==> src/rtl/clk_div_bank.sv <==
// Multi-channel programmable clock divider: each channel emits a 50% square wave or a
// one-cycle tick, with divisor/mode updates staged and committed at the period boundary.
module clk_div_bank #(
  parameter int          N_CH     = 2,
  parameter int          CNT_W    = 32,
  parameter int unsigned DEF_DIV  = 32'd67_500_000,
  parameter bit          DEF_MODE = 1'b0,
  localparam int         CH_W     = (N_CH > 1) ? $clog2(N_CH) : 1
) (
  input  logic              clk,
  input  logic              resetn,
  input  logic [N_CH-1:0]   en,
  input  logic              cfg_valid,
  output logic              cfg_ready,
  input  logic [CH_W-1:0]   cfg_ch,
  input  logic [CNT_W-1:0]  cfg_div,
  input  logic              cfg_mode,
  output logic [N_CH-1:0]   clk_out,
  output logic [N_CH-1:0]   tick
);

  logic [N_CH-1:0] w_pend;
  logic            w_ch_ok;
  logic            w_ready;

  assign w_ch_ok = (int'(cfg_ch) < N_CH);

  // Out-of-range channel requests are always accepted and then dropped
  always_comb begin
    w_ready = 1'b1;
    if (w_ch_ok) begin
      w_ready = !w_pend[cfg_ch];
    end else begin
      w_ready = 1'b1;
    end
  end

  assign cfg_ready = w_ready;

  for (genvar g = 0; g < N_CH; g++) begin : g_ch
    logic [CNT_W-1:0] r_cnt;
    logic [CNT_W-1:0] r_div;
    logic             r_mode;
    logic             r_pend;
    logic [CNT_W-1:0] r_sdiv;
    logic             r_smode;
    logic             r_clk;
    logic             r_tick;
    logic             w_halt;
    logic             w_evt;
    logic             w_commit;
    logic             w_acc;

    assign w_halt   = !en[g] || (r_div == '0);
    assign w_evt    = !w_halt && (r_cnt == (r_div - CNT_W'(1)));
    assign w_commit = r_pend && (w_evt || w_halt);
    assign w_acc    = cfg_valid && w_ready && w_ch_ok && (int'(cfg_ch) == g);

    assign w_pend[g]  = r_pend;
    assign clk_out[g] = r_clk;
    assign tick[g]    = r_tick;

    // Staging register: accept sets pending, commit clears it (never both at once)
    always_ff @(posedge clk or negedge resetn) begin
      if (!resetn) begin
        r_pend  <= 1'b0;
        r_sdiv  <= CNT_W'(DEF_DIV);
        r_smode <= DEF_MODE;
      end else if (w_acc) begin
        r_pend  <= 1'b1;
        r_sdiv  <= cfg_div;
        r_smode <= cfg_mode;
      end else if (w_commit) begin
        r_pend  <= 1'b0;
      end else begin
        r_pend  <= r_pend;
      end
    end

    // Period counter and output flops; a commit restarts the period with outputs low
    always_ff @(posedge clk or negedge resetn) begin
      if (!resetn) begin
        r_cnt  <= '0;
        r_div  <= CNT_W'(DEF_DIV);
        r_mode <= DEF_MODE;
        r_clk  <= 1'b0;
        r_tick <= 1'b0;
      end else if (w_commit) begin
        r_cnt  <= '0;
        r_div  <= r_sdiv;
        r_mode <= r_smode;
        r_clk  <= 1'b0;
        r_tick <= 1'b0;
      end else if (w_halt) begin
        r_cnt  <= '0;
        r_clk  <= 1'b0;
        r_tick <= 1'b0;
      end else if (w_evt) begin
        r_cnt <= '0;
        if (r_mode) begin
          r_tick <= 1'b1;
          r_clk  <= 1'b0;
        end else begin
          r_tick <= 1'b0;
          r_clk  <= !r_clk;
        end
      end else begin
        r_cnt  <= r_cnt + CNT_W'(1);
        r_tick <= 1'b0;
      end
    end
  end

endmodule

==> config.mk <==
export PLATFORM = sky130hd
export DESIGN_NAME = clk_div_bank
export DESIGN_NICKNAME = d
export VERILOG_FILES = /design/src/rtl/clk_div_bank.sv
export SDC_FILE = /design/constraint.sdc
export NUM_CORES = 1
export LEC_CHECK = 0
export BUFFER_PORTS_ARGS = -buffer_cell sky130_fd_sc_hd__buf_2
export CAP_MARGIN = 20
export CELL_PAD_IN_SITES_DETAIL_PLACEMENT = 0
export CELL_PAD_IN_SITES_GLOBAL_PLACEMENT = 1
export CORE_MARGIN = 2
export CORE_UTILIZATION = 54
export DETAILED_ROUTE_END_ITERATION = 7
export PLACE_DENSITY = 0.93
export SLEW_MARGIN = 30
export SYNTH_ARGS = -nofsm -noshare
export SYNTH_HDL_FRONTEND = slang
export SYNTH_SLANG_ARGS = --single-unit
==> constraint.sdc <==
create_clock -name clk -period 7.6 [get_ports clk]
set_input_delay 0 -clock clk [delete_from_list [all_inputs] [get_ports clk]]
set_output_delay 0 -clock clk [all_outputs]
set_load 0.005 [all_outputs]
* After elaboration in Yosys (flattened, before gate mapping) *
Cells that the tools add are included.

word-level totals
  bits in registers = 202
  bits in latches = 0
  RAM bits = 0
  bits in read-only memories = 0
  bits of input ports = 39
  output and inout bits = 5
  logic and storage cells = 76
  memories = 0

cells by class
  $add $sub $neg = 4
  $mul = 0
  div/mod/pow operators = 0
  order comparisons = 1
  equal/unequal tests = 2
  shifts and indexed selects = 0
  muxes and demuxes = 28
  bitwise gates (word level) = 1
  reductions and logical operators = 24

operators with widths
  kind                                                                   number
  32-bit two-way mux                                                     6
  32-bit by 1-bit adder with 32-bit output (second input constant)       2
  32-bit equality test                                                   2
  32-bit logical NOT                                                     2
  32-bit by 1-bit subtractor with 32-bit output (second input constant)  2
  1-bit two-way mux                                                      22
  1-bit logical AND                                                      7
  1-bit logical NOT                                                      7
  3-bit nonzero test                                                     2
  1-bit logical OR                                                       4
  2-bit nonzero test                                                     2
  1-bit by 2-bit < comparator with 1-bit output (second input constant)  1
  1-bit inverter                                                         1

* Depth between registers and ports, before layout *
  depth after elaboration = 8
  depth in mapped cells = 15

* Worst setup path before layout *
OpenSTA, ideal clock, no wires.

  path kind = reg-to-reg
  start point = register g_ch[1].r_div[0]
  end point = register g_ch[1].r_div[11]
  data arrival time = 3.265 ns
  data required time = 7.475 ns
  setup slack = 4.209 ns
  cell stages (with the launch flop) = 13
  path buffers = 1
  period minus slack after synthesis = 3.391 ns
  cells stage by stage = dfrtp_1 inv_1 ha_1 nor3b_1 nand4_1 or4_1 a211o_1 a22oi_2 nand4_2 nand2_2 nand2_4 buf_6 mux2_4

on the way
  word-level cells in the longest chain between the ends = 6

ends and longest elaborated chain
  element                                                                                                RTL line  text
  from (decl)                                                                                            42        logic [CNT_W-1:0] r_div;
  from (signal assigned)                                                                                 84        r_div <= CNT_W'(DEF_DIV);
  from (signal assigned)                                                                                 90        r_div <= r_sdiv;
  parallel branches: the longest is 4 deep, another holds 32-bit by 1-bit subtractor with 32-bit output  n/a
  1-bit logical OR (*)                                                                                   56        assign w_commit = r_pend && (w_evt || w_halt);
  1-bit logical AND (*)                                                                                  56

Mark *: on every way between the ends.
A chain may end at the register's enable or synchronous reset.

* Final worst setup path *
  start point = register g_ch[1].r_div[0]
  end point = register g_ch[1].r_div[31]

Same word-level chain as after synthesis.

==> load_flow_metrics.sql <==
INSERT INTO impl_metrics (metric_group, metric, value, unit) VALUES
('sta', 'final.period_utilization', '0.615', ''),
('floorplanning', 'floorplan.core_area', '20100', 'um2'),
('worst_setup_path', 'setup.reg_to_reg.worst_slack', '2.92', 'ns'),
('detailed_routing', 'via_per_inst', '5.82', ''),
('global_routing', 'antenna_found_initial', '0', ''),
('floorplanning', 'die_height', '147', 'um'),
('floorplanning', 'initial_core_util', '0.546', ''),
('clock_network', 'insertion_delay', '0.52', 'ns'),
('synthesis', 'postSynthAreaPerCell', '10.8', 'um2'),
('detailed_routing', 'post_drt_antenna_nets', '0', ''),
('synthesis', 'synth_enable_flop_cells', '0', ''),
('detailed_routing', 'dr.first_iter.drc_count', '534', ''),
('synthesis', 'synth_nets', '1062', ''),
('synthesis', 'synth_area_leader_cell', 'sky130_fd_sc_hd__dfrtp_1', ''),
('pwr', 'power.leakage', '0.00519', 'uW'),
('detailed_routing', 'drt_pre_antenna_iters', '5', ''),
('global_routing', 'grt_overflow', '0', ''),
('clock_network', 'clkSlewWorstSetupHoldPaths', '0.06', 'ns'),
('worst_setup_path', 'path_class', 'reg -> reg', ''),
('worst_setup_path', 'worst_ep_arrival_time', '5.06', 'ns'),
('sta', 'final-max-slew-violation-count', '0', ''),
('synthesis', 'mappedNetlistArea', '11000', 'um2'),
('detailed_routing', 'drc', '0', ''),
('sta', 'tns', '0', 'ns'),
('hold_path', 'hold_path.class', 'in -> reg', ''),
('clock_network', 'cts_buffers', '23', ''),
('clock_network', 'max-clock-path-buffers', '3', ''),
('synthesis', 'synth.ff_latch_count', '202', ''),
('worst_setup_path', 'cp-end-kind', 'flop', ''),
('synthesis', 'yosysTopAreaCellShare', '0.342', ''),
('hold_path', 'min_delay_path_depth', '4', ''),
('synthesis', 'synth.distinct_cells', '74', ''),
('detailed_routing', 'route.detailed.wl_per_inst', '18.3', 'um'),
('sta', 'setup_violators_final', '0', ''),
('floorplanning', 'top_level_ports', '44', ''),
('detailed_routing', 'drt-total-wl', '24.9', 'mm'),
('clock_network', 'htree_num_levels', '1', ''),
('worst_setup_path', 'critical_path.startpoint_type', 'flop', ''),
('layout', 'n_fill_cell', '1569', ''),
('placed_design', 'hpwl', '17.6', 'mm'),
('synthesis', 'synth_warnings', '0', ''),
('outcome', 'status', 'finished, final reports clean', ''),
('synthesis', 'synth_cells', '1017', ''),
('clock_network', 'cts_tree', 'built', ''),
('global_routing', 'grt_max_degree', '123', ''),
('flow_run', 'maxCapViolations', '0', ''),
('layout', 'layout-area-overhead-vs-synth', '14.6', '%'),
('clock_network', 'postCtsSetupBuffers', '0', ''),
('layout', 'instances_no_fill', '1366', ''),
('global_routing', 'global_route.usage.total', '0.234', ''),
('sta', 'holdWs', '0.126', 'ns'),
('sta', 'timing.final.hold_violations', '0', ''),
('clock_network', 'numClockSinks', '202', ''),
('synthesis', 'async_reset_ff_frac', '1.00', ''),
('synthesis', 'dominantRegCellSynth', 'sky130_fd_sc_hd__dfrtp_1', ''),
('global_routing', 'grt_first_pass_wirelength', '40.8', 'mm'),
('placed_design', 'place_congestion', '0.941', ''),
('sta', 'slew_headroom', '0.363', ''),
('synthesis', 'post_synth_most_frequent_cells', 'sky130_fd_sc_hd__dfrtp_1 (150), sky130_fd_sc_hd__nor2_1 (104), sky130_fd_sc_hd__xnor2_1 (70)', ''),
('clock_network', 'clock-root-buffer', 'sky130_fd_sc_hd__clkbuf_16', ''),
('sta', 'tightest_slew', '0.947', 'ns'),
('synthesis', 'synthMostInstantiatedCell', 'sky130_fd_sc_hd__dfrtp_1', ''),
('worst_setup_path', 'worst-path-max-fanout', '33', ''),
('layout', 'drive_gt1_frac', '0.229', ''),
('synthesis', 'seq_area_frac_synth', '0.466', ''),
('worst_setup_path', 'critical_path_required', '7.98', 'ns'),
('worst_setup_path', 'rr_worst_depth', '11', ''),
('sta', 'postLayoutSetupSlackWorst', '2.92', 'ns'),
('layout', 'layout_cell_area_excl_fill', '12600', 'um2'),
('detailed_routing', 'vias', '7945', ''),
('sta', 'fmax', '214', 'MHz');
layout by cell type (no fill, tap or decap), drive strengths merged, types with 17 or more instances in the layout:
cell type	instances
and3	20
buf	49
clkbuf	35
dfrtp	150
dfstp	52
dlygate4sd3	37
inv	19
mux2	131
nand2	52
nand3	34
nand4	25
nor2	104
nor3	39
nor4	29
o21ai	17
xnor2	70
xor2	67
layout make-up:
cell class | count | area [um2] | area share
clock inverter | 7 | 143 | 0.0113
sequential | 202 | 5120 | 0.407
tap | 270 | 338 | 0.0269
multi-input combinational | 748 | 5560 | 0.442
timing repair buffer | 86 | 684 | 0.0544
inverter | 18 | 67.6 | 0.00537
clock buffer | 35 | 661 | 0.0525
kinds of logic (layout without fill, tap and decap cells):
group / count (synthesis) / count (layout) / share of synthesized area
mux: 135 / 135 / 0.148
fa+ha+maj: 6 / 6 / 0.00684
xor+xnor: 137 / 137 / 0.109
compound gates: 87 / 87 / 0.0548
simple gates: 383 / 383 / 0.187
buf+inv: 67 / 146 / 0.0279
flops: 202 / 202 / 0.466
critical path: stages (launching register included):
cell                      delay, ns
sky130_fd_sc_hd__dfrtp_1       0.43
sky130_fd_sc_hd__inv_1         0.10
sky130_fd_sc_hd__ha_1          0.20
sky130_fd_sc_hd__nor3b_1       0.61
sky130_fd_sc_hd__nand4_1       0.43
sky130_fd_sc_hd__or4_1         0.59
sky130_fd_sc_hd__a211o_1       0.33
sky130_fd_sc_hd__a22oi_2       0.16
sky130_fd_sc_hd__nand4_2       0.17
sky130_fd_sc_hd__nand2_2       0.53
sky130_fd_sc_hd__nand2_4       0.46
sky130_fd_sc_hd__mux2_1        0.47
report_power, final:
| part | internal [uW] | switching, uW | total (uW) |
|---|---|---|---|
| registers | 1390 | 356 | 1750 |
| clock network | 735 | 438 | 1170 |
| logic | 529 | 479 | 1010 |
| total | 2650 | 1270 | 3930 |
metal layers:
metal / track usage / up-vias / part of all wire
met4: 0.0782 / 0 / 0.031
met3: 0.0259 / 57 / 0.042
met1: 0.340 / 3938 / 0.47
met5: 0 / - / 0
li1: - / 3751 / -
met2: 0.371 / 199 / 0.46
stage by stage:
step	util	power (uW)
after detailed placement	0.566	2730
final	0.626	3930
after floorplan	-	2430
after CTS	0.623	3940
after global placement	0.564	2690
after global routing	0.626	4130
flip-flops by register name, indices dropped and copies added, names as in the netlist:
| name | flops |
|---|---|
| g_ch.r_cnt | 64 |
| g_ch.r_div | 64 |
| g_ch.r_sdiv | 64 |
| g_ch.r_clk | 2 |
| g_ch.r_mode | 2 |
| g_ch.r_pend | 2 |
| g_ch.r_smode | 2 |
| g_ch.r_tick | 2 |
path summary, 6_finish.rpt:
check / start / to
worst max-delay path: g_ch[1].r_div[0] / g_ch[1].r_div[31]
worst min-delay path: cfg_valid / g_ch[1].r_pend
worst max register to register: g_ch[1].r_div[0] / g_ch[1].r_div[31]
worst min register to register: g_ch[0].r_sdiv[19] / g_ch[0].r_div[19]
max in group asynchronous: resetn / g_ch[0].r_cnt[24]
min in group asynchronous: resetn / g_ch[1].r_sdiv[28]
what timing repair did:
action	4_1_cts	5_1_grt
hold buffers	36	1
hold endpoints to repair	166	26
gates resized for setup	0	0
Note: power is estimated with default switching activity, not from simulation.
